$ cat config.mk
export PLATFORM = sky130hd
export DESIGN_NAME = nn_demo_controller
export DESIGN_NICKNAME = d
export VERILOG_FILES = /design/src/rtl/nn_demo_pkg.sv /design/src/rtl/nn_demo_controller_seg7_hex_decoder.sv /design/src/rtl/nn_demo_controller.sv
export SDC_FILE = /design/constraint.sdc
export NUM_CORES = 1
export LEC_CHECK = 0
export BUFFER_PORTS_ARGS = -buffer_cell sky130_fd_sc_hd__buf_4
export CORE_UTILIZATION = 60
export CTS_BUF_LIST = sky130_fd_sc_hd__clkbuf_8
export DETAILED_ROUTE_END_ITERATION = 10
export PLACE_DENSITY = 0.82
export SLEW_MARGIN = 40
export SYNTH_ARGS = -nofsm -noshare
export SYNTH_HDL_FRONTEND = slang
export SYNTH_HIERARCHICAL = 1
export SYNTH_SLANG_ARGS = --single-unit
$ cat constraint.sdc
create_clock -name clk -period 2.7 [get_ports clk]
set_input_delay 0 -clock clk [delete_from_list [all_inputs] [get_ports clk]]
set_output_delay 0 -clock clk [all_outputs]
set_load 0.03 [all_outputs]
$ cat src/rtl/nn_demo_pkg.sv
// Shared constants for the neural-network demo run controller.
//  - Controller state encoding (IDLE, RUN, SHOW, ERR).
//  - Active-low 7-segment patterns, bit order {g,f,e,d,c,b,a}.
//  - 16-entry hex digit to segment table.
package nn_demo_pkg;

   localparam logic [1:0] ST_IDLE = 2'd0;
   localparam logic [1:0] ST_RUN  = 2'd1;
   localparam logic [1:0] ST_SHOW = 2'd2;
   localparam logic [1:0] ST_ERR  = 2'd3;

   localparam logic [6:0] SEG_BLANK = 7'b1111111;
   localparam logic [6:0] SEG_DASH  = 7'b0111111;
   localparam logic [6:0] SEG_E     = 7'b0000110;

   // Entry n is the pattern for hex digit n (entry 15 is the leftmost element).
   localparam logic [15:0][6:0] HEX_SEG_TABLE = {
      7'b0001110, 7'b0000110, 7'b0100001, 7'b1000110,   // F E d C
      7'b0000011, 7'b0001000, 7'b0010000, 7'b0000000,   // b A 9 8
      7'b1111000, 7'b0000010, 7'b0010010, 7'b0011001,   // 7 6 5 4
      7'b0110000, 7'b0100100, 7'b1111001, 7'b1000000    // 3 2 1 0
   };

endpackage

$ cat src/rtl/nn_demo_controller_seg7_hex_decoder.sv
// Combinational hex digit to active-low 7-segment decoder.
//  value : 4-bit digit value 0..15
//  blank : forces all segments off
//  seg   : active-low segments {g,f,e,d,c,b,a}
module seg7_hex_decoder
   import nn_demo_pkg::*;
(
   input  logic [3:0] value,
   input  logic       blank,
   output logic [6:0] seg
);

   assign seg = blank ? SEG_BLANK : HEX_SEG_TABLE[value];

endmodule

$ cat src/rtl/nn_demo_controller.sv
// Board-level run controller for the neural-network FPGA demo.
// Debounces the start key, pulses nn_start, times the inference with a
// saturating latency counter, latches the argmax class, reports a hung core
// through a watchdog, and drives 7-segment digits and status LEDs.
//  clk, reset    : clock, asynchronous active-high reset
//  key_n         : raw active-low start key (asynchronous)
//  nn_done       : core completion, honoured only while running
//  nn_argmax     : core result class, latched on accepted nn_done
//  nn_state      : core FSM state, mirrored on ledr[5:0]
//  nn_start      : single-cycle start pulse to the core
//  busy          : high while running
//  result_valid  : high while a result is shown
//  hex           : digit d at [7d+6:7d], active-low {g,f,e,d,c,b,a}
//  ledr          : {key pressed, busy, result_valid, error, nn_state}
module nn_demo_controller
   import nn_demo_pkg::*;
#(
   parameter int CLASS_W         = 4,
   parameter int NUM_CLASSES     = 10,
   parameter int NUM_DIGITS      = 5,
   parameter int LAT_W           = 16,
   parameter int DEBOUNCE_CYCLES = 16,
   parameter int TIMEOUT_CYCLES  = 65535,
   parameter int STATE_W         = 4
)(
   input  logic                    clk,
   input  logic                    reset,
   input  logic                    key_n,
   input  logic                    nn_done,
   input  logic [CLASS_W-1:0]      nn_argmax,
   input  logic [STATE_W-1:0]      nn_state,
   output logic                    nn_start,
   output logic                    busy,
   output logic                    result_valid,
   output logic [7*NUM_DIGITS-1:0] hex,
   output logic [9:0]              ledr
);

   localparam int DB_W  = $clog2(DEBOUNCE_CYCLES) + 1;
   localparam int NIB_W = 4 * (NUM_DIGITS - 1);

   logic              key_sync1, key_sync2, key_level, key_level_next;
   logic              key_accept, press;
   logic [DB_W-1:0]   db_cnt;
   logic [1:0]        state, state_next;
   logic              start_now;
   logic [LAT_W-1:0]  lat_cnt, res_lat;
   logic [CLASS_W-1:0] res_class;
   logic              class_ok;
   logic [NIB_W-1:0]  lat_nib;
   logic [7*NUM_DIGITS-1:0] hex_next;

   // Key synchroniser; idles released (high) so reset never looks like a press.
   always_ff @(posedge clk or posedge reset) begin
      if (reset) begin
         key_sync1 <= 1'b1;
         key_sync2 <= 1'b1;
      end else begin
         key_sync1 <= key_n;
         key_sync2 <= key_sync1;
      end
   end

   // db_cnt counts consecutive samples that disagree with the accepted level;
   // any agreeing sample restarts the run, so glitches are discarded.
   assign key_accept     = (key_sync2 != key_level) &&
                           (db_cnt == DB_W'(DEBOUNCE_CYCLES - 1));
   assign key_level_next = key_accept ? key_sync2 : key_level;
   assign press          = key_accept && !key_sync2;

   always_ff @(posedge clk or posedge reset) begin
      if (reset) begin
         key_level <= 1'b1;
         db_cnt    <= '0;
      end else begin
         key_level <= key_level_next;
         if (key_sync2 == key_level || key_accept)
            db_cnt <= '0;
         else
            db_cnt <= db_cnt + DB_W'(1);
      end
   end

   // nn_done has priority over the watchdog on the same cycle.
   always_comb begin
      state_next = state;
      start_now  = 1'b0;
      case (state)
         ST_RUN: begin
            if (nn_done)
               state_next = ST_SHOW;
            else if (lat_cnt == LAT_W'(TIMEOUT_CYCLES))
               state_next = ST_ERR;
         end
         default: begin
            if (press) begin
               state_next = ST_RUN;
               start_now  = 1'b1;
            end
         end
      endcase
   end

   always_ff @(posedge clk or posedge reset) begin
      if (reset) begin
         state        <= ST_IDLE;
         nn_start     <= 1'b0;
         busy         <= 1'b0;
         result_valid <= 1'b0;
         ledr         <= '0;
      end else begin
         state        <= state_next;
         nn_start     <= start_now;
         busy         <= (state_next == ST_RUN);
         result_valid <= (state_next == ST_SHOW);
         ledr         <= {~key_level_next, state_next == ST_RUN,
                          state_next == ST_SHOW, state_next == ST_ERR,
                          6'(nn_state)};
      end
   end

   // lat_cnt reads 1 in the first RUN cycle, so it equals the RUN cycle index.
   always_ff @(posedge clk or posedge reset) begin
      if (reset) begin
         lat_cnt   <= '0;
         res_lat   <= '0;
         res_class <= '0;
      end else if (start_now) begin
         lat_cnt   <= LAT_W'(1);
         res_lat   <= '0;
         res_class <= '0;
      end else if (state == ST_RUN) begin
         if (lat_cnt != '1)
            lat_cnt <= lat_cnt + LAT_W'(1);
         if (nn_done) begin
            res_lat   <= lat_cnt;
            res_class <= nn_argmax;
         end
      end
   end

   assign class_ok = (32'(res_class) < 32'(NUM_CLASSES));
   assign lat_nib  = NIB_W'(res_lat);

   for (genvar d = 0; d < NUM_DIGITS; d++) begin : g_digit
      logic [3:0] value;
      logic       blank;
      logic [6:0] seg;

      if (d == 0) begin : g_class
         assign value = 4'(res_class);
         assign blank = 1'b0;
         assign hex_next[6:0] = (state == ST_SHOW) ? (class_ok ? seg : SEG_E) :
                                (state == ST_ERR)  ? SEG_E : SEG_DASH;
      end else begin : g_latency
         assign value = lat_nib[4*(d-1) +: 4];
         // Nibbles lying wholly above the latency width carry no information.
         assign blank = (4 * (d - 1) >= LAT_W);
         assign hex_next[7*d +: 7] = (state == ST_SHOW) ? seg : SEG_BLANK;
      end

      seg7_hex_decoder u_dec (
         .value (value),
         .blank (blank),
         .seg   (seg)
      );
   end

   always_ff @(posedge clk or posedge reset) begin
      if (reset)
         hex <= '1;
      else
         hex <= hex_next;
   end

endmodule
==> flow_metrics.tcl, run 1 <==
set metrics [dict create \
    synthTopCellsByArea "dfrtp_1 26%, dfstp_2 20%, ha_1 9.3%" \
    worst_slew_pin_slew_ns 0.714 \
    clkTransAtPathRegs_ns 0.09 \
    postCtsSetupRepairBufs 0 \
    avgViaCountPerCell 5.57 \
    synthFlopType "dfrtp_1" \
    avgRoutedWirePerCell_um 14.4 \
    vias 3874 \
    tns_ns 0 \
    seq_area_frac_synth_pct 45.2 \
    hold_violations 0 \
    fin_crit_sh_pct 75.6 \
    crit_chain "ha_1, nand4_4, or4_4, a211oi_1, a31oi_1" \
    antenna_left 0 \
    hold_ws_ns 0.244 \
    synth_cell_types 53 \
    rows 33 \
    cp.arrival_ns 2.28 \
    placed_area_mm2 0.00563 \
    cap_violations 0 \
    nets 636 \
    core_mm2 0.00822 \
    grt_max_degree 58 \
    synthArstFlopShare_pct 100 \
    endpoint_kind "register" \
    cts-htree-levels 3 \
    drt_pass1_iterations 4 \
    yosys.area.top_type "dfrtp_1" \
    areaGrowthSynthToFinish_pct 17.4 \
    required_ns 2.93 \
    fin_crit_ns 2.04 \
    grt_pass1_wl_um 16800 \
    synth_top_area_share_pct 25.6 \
    syn_area_mm2 0.00509 \
    start_util_pct 61.9 \
    finalSetupViolCount 0 \
    final_area_mm2 0.00597 \
    worstSetupPathType "reg -> reg" \
    clockRootBuffer "clkbuf_8" \
    port-buffer-count 57 \
    grt-ovfl-total 0 \
    leakagePower_nw 2.74 \
    ys_seq_elements 90 \
    power_density_mw_per_mm2 419 \
    n_antenna_cell 0 \
    dpl.hpwl_um 7100 \
    fin_skew_ns 0.00816 \
    peakVddDrop_mv 0.254 \
    drtIter0Drc 216 \
    rsz0062_at_grt "no" \
    crit_buf_inv 0 \
    cts_buffers 9 \
    drc 0 \
    die_height_um 94.1 \
    start_kind "register" \
    status "finished, final reports clean" \
    antenna_found_initial 0 \
    path_max_fanout 9 \
    io_pins 60 \
    synth_area_per_cell_um2 10.3 \
    relSlewSlack_pct 52.4 \
    place_inst 669 \
    fill_cells 602 \
    cpPeakStageDelay_ns 0.62 \
    clk-insertion-delay-late_ns 0.36 \
    synth_edf_count 0 \
    final_cells 696 \
    place_congestion 0.861 \
    routed_wl_um 10100 \
    cts.sinks 90 \
    cts_tree "yes" \
    grt_pass1_vias 3652 \
    grt_usage_pct 24.7 \
    clockBufferDepth 2 \
    drive_gt1_share_pct 23.2 \
    synthesis.instances 493 \
    die-area_mm2 0.00885 \
    fmax_mhz 490 \
    slew_violations 0 \
    ys_warn_count 6 \
    crit_family "simple AND/OR/NAND/NOR gates" \
    final_core_util_pct 72.7 \
    hold_path.class "in -> async" \
    crit_slowest_cell "or4_4" \
    die_x_um 94.1 \
]
[where the power goes]
part           switching (mW)  internal, mW
combinational          0.0634        0.0496
clock                   0.479         0.548
sequential            0.00440          1.36
[worst reg2reg max path: cells and delay by family, from the launching register on]
kind	cells	cell delay [ns]
simple gates	2	0.82
flops	1	0.46
fa+ha+maj	1	0.31
compound gates	2	0.34
[registers in the layout, summed over array words and instances, names as in the netlist]
signal         cells
hex               35
lat_cnt           16
lat_nib           16
ledr               8
db_cnt             5
g_digit.value      4
state              2
key_level          1
key_sync1          1
key_sync2          1
nn_start           1
[layout make-up]
class                      count  area (µm²)  area share, %
tap                          105         131           2.20
multi-input combinational    391        2650           44.4
clock inverter                 6        90.1           1.51
inverter                      21        83.8           1.40
clock buffer                  10         138           2.30
timing repair buffer          73         576           9.64
sequential                    90        2300           38.5
[placed cells by master (no fill, tap or decap), types with 17 or more instances in the layout]
cell      netlist  layout
nand3_1        33      33
buf_4           4      62
inv_1          20      19
dfrtp_1        52      52
mux2i_1        22      22
conb_1          1      37
nor2_1         17      17
nand2_1        66      66
dfstp_2        38      38
ha_1           38      38
nand2b_1       40      40
[routing by layer]
metal,vias up,share of wire [%],GRT usage [%]
met3,21,3.5,3.24
met1,1885,43,32.0
met5,-,0,0
met4,0,1.7,10.8
met2,98,51,41.2
li1,1870,-,-
[per-stage QoR]
step                      setup WS, ns  power (mW)
after floorplan                  0.428        1.45
after global placement           0.790        1.48
after detailed placement         0.674        1.49
after CTS                        0.649        2.52
after global routing             0.476        2.59
final                            0.659        2.50
[cells in the mapped netlist, types with 3 or more instances]
library cell	n
inv_1	20
mux2_1	10
ha_1	38
a311o_1	5
a221o_1	10
clkbuf_1	11
nor2_1	17
and3_1	9
nand2b_1	40
dfstp_2	38
nand3_1	33
nor3_1	9
nor4_1	3
nand2_1	66
a211o_1	5
nor2b_1	12
buf_4	4
o21ai_0	6
o221ai_1	5
or2_2	7
dfrtp_1	52
nand2_2	5
buf_6	10
or3_1	5
mux2i_1	22
a32oi_1	10
a21oi_1	6
and2_1	3
[what timing repair did]
| action | CTS | global route |
|---|---|---|
| hold buffers | 11 | 0 |
| hold endpoints to repair | 64 | 0 |
| gates resized for setup | 0 | 0 |
[cell families after synthesis]
| logic type | Yosys count | synth area share [%] |
|---|---|---|
| flops | 90 | 45.2 |
| other cells | 1 | 0.0737 |
| buf+inv | 48 | 5.36 |
| mux | 32 | 6.54 |
| simple gates | 223 | 23.7 |
| compound gates | 58 | 9.32 |
| xor+xnor | 3 | 0.516 |
| fa+ha+maj | 38 | 9.34 |
[path summary, 6_finish.rpt]
check	cells after the start	end	start	slack, ns
worst max-delay path	5	lat_cnt[0]	lat_cnt[0]	0.66
worst min-delay path	3	ledr[7]	reset	0.24
worst max register to register	5	lat_cnt[0]	lat_cnt[0]	0.66
worst min register to register	0	key_sync2	key_sync1	0.36
max in group asynchronous	4	hex[16]	reset	1.77
min in group clk	2	ledr[2]	nn_state[2]	0.28
Note: power is estimated with default switching activity, not from simulation.
==> run 2: changes to the inputs <==
Clock period 2.7 ns to 2.1 ns, I/O delays scaled along.
==> flow_metrics.tcl, run 2 (same netlist as run 1, synthesis figures left out) <==
set metrics [dict create \
    final_core_util_pct 73.4 \
    place_congestion 0.927 \
    antenna_found_initial 0 \
    largest_reg_flops 35 \
    fmax_mhz 505 \
    die_height_um 94.1 \
    clkTransAtPathRegs_ns 0.09 \
    fin_crit_sh_pct 94.4 \
    clk-insertion-delay-late_ns 0.36 \
    clockBufferDepth 2 \
    die-area_mm2 0.00885 \
    grt-ovfl-total 0 \
    grt_pass1_vias 3594 \
    drtIter0Drc 188 \
    required_ns 2.34 \
    antenna_left 0 \
    final_cell_mix "68 x buf_4, 66 x nand2_1, 52 x dfrtp_1" \
    grt_max_degree 31 \
    leakagePower_nw 2.78 \
    worst_slew_pin_slew_ns 0.753 \
    clockRootBuffer "clkbuf_8" \
    hold_path.class "in -> async" \
    finalSetupViolCount 0 \
    cts.repair.resized 0 \
    rows 33 \
    routed_wl_um 9900 \
    path_max_fanout 9 \
    avgViaCountPerCell 5.40 \
    hold_ws_ns 0.255 \
    grt_pass1_wl_um 16800 \
    relSlewSlack_pct 49.3 \
    core_mm2 0.00822 \
    grt_usage_pct 24.6 \
    avgRoutedWirePerCell_um 14.1 \
    fill_cells 576 \
    vias 3795 \
    cp.arrival_ns 2.22 \
    start_kind "register" \
    slew_violations 0 \
    io_pins 60 \
    status "finished, final reports clean" \
    fin_skew_ns 0.00854 \
    die_x_um 94.1 \
    cts_tree "yes" \
    cts_hold_repair.buffers 11 \
    drt_pass1_iterations 4 \
    rsz0062_at_grt "no" \
    drive_gt1_share_pct 24.1 \
    n_antenna_cell 0 \
    cpPeakStageDelay_ns 0.62 \
    crit_slowest_cell "or4_4" \
    multi_input_area_mm2 0.00265 \
    seq_area_mm2 0.00230 \
    areaGrowthSynthToFinish_pct 18.5 \
    crit_chain "ha_1, nand4_4, or4_4, a211oi_1, a31oi_1" \
    dpl.hpwl_um 7110 \
    fin_crit_ns 1.98 \
    reg2reg_depth 5 \
    port-buffer-count 57 \
    cts.sinks 90 \
    nets 643 \
    cap_violations 0 \
    drc 0 \
    power_density_mw_per_mm2 535 \
    hold_violations 0 \
    endpoint_kind "register" \
    tns_ns 0 \
    cts-htree-levels 3 \
    start_util_pct 61.9 \
    worstSetupPathType "reg -> reg" \
    peakVddDrop_mv 0.345 \
    final_common_cell "buf_4" \
    postCtsSetupRepairBufs 0 \
    largest_register "hex" \
    cts_buffers 9 \
]
run 2: final timing paths:
check	startpoint	end	slack (ns)
setup / recovery	lat_cnt[0]	lat_cnt[0]	0.12
hold / removal	reset	g_digit[0].value[0]	0.26
setup reg to reg	lat_cnt[0]	lat_cnt[0]	0.12
hold reg to reg	key_sync1	key_sync2	0.36
max in group asynchronous	reset	hex[28]	1.11
min in group clk	nn_state[2]	ledr[2]	0.28
run 2: metrics by stage:
stage | instance area, µm² | std cells | total power, mW | setup WS [ns]
detailed placement | 5700 | 676 | 1.91 | 0.137
global placement | 5700 | 676 | 1.91 | 0.202
global route | 6030 | 703 | 3.35 | 0.00805
CTS | 6030 | 703 | 3.25 | 0.128
finish | 6030 | 703 | 3.23 | 0.118
floorplan | 5230 | 529 | 1.87 | 0.244
run 2: critical path, delay by kind of cell, from the launching register on:
| family | cells | cell delay [ns] |
|---|---|---|
| AOI/OAI and AO/OA | 2 | 0.33 |
| adders and majority gates | 1 | 0.28 |
| and+or+nand+nor | 2 | 0.81 |
| DFF | 1 | 0.44 |
run 2: power breakdown:
group | switching, mW | internal, mW | leakage (nW)
Combinational | 0.0805 | 0.0648 | 1.57
Sequential | 0.00597 | 1.75 | 1.09
Clock | 0.646 | 0.683 | 0.115
Total | 0.733 | 2.50 | 2.78
run 2: final cells by class:
type	instances	share of cell area, %
repair buffers	80	10.6
multi-input cells	391	44.0
flip-flops and latches	90	38.1
clock buffers	9	2.05
clock inverters	7	1.66
well taps	105	2.18
inverters	21	1.37
run 2: routing by layer:
metal / GRT usage (%) / up-vias / routed length (µm)
li1: - / 1886 / -
met1: 33.1 / 1812 / 4540
met2: 39.2 / 83 / 4860
met3: 5.18 / 14 / 348
met4: 8.85 / 0 / 152
met5: 0 / - / 0
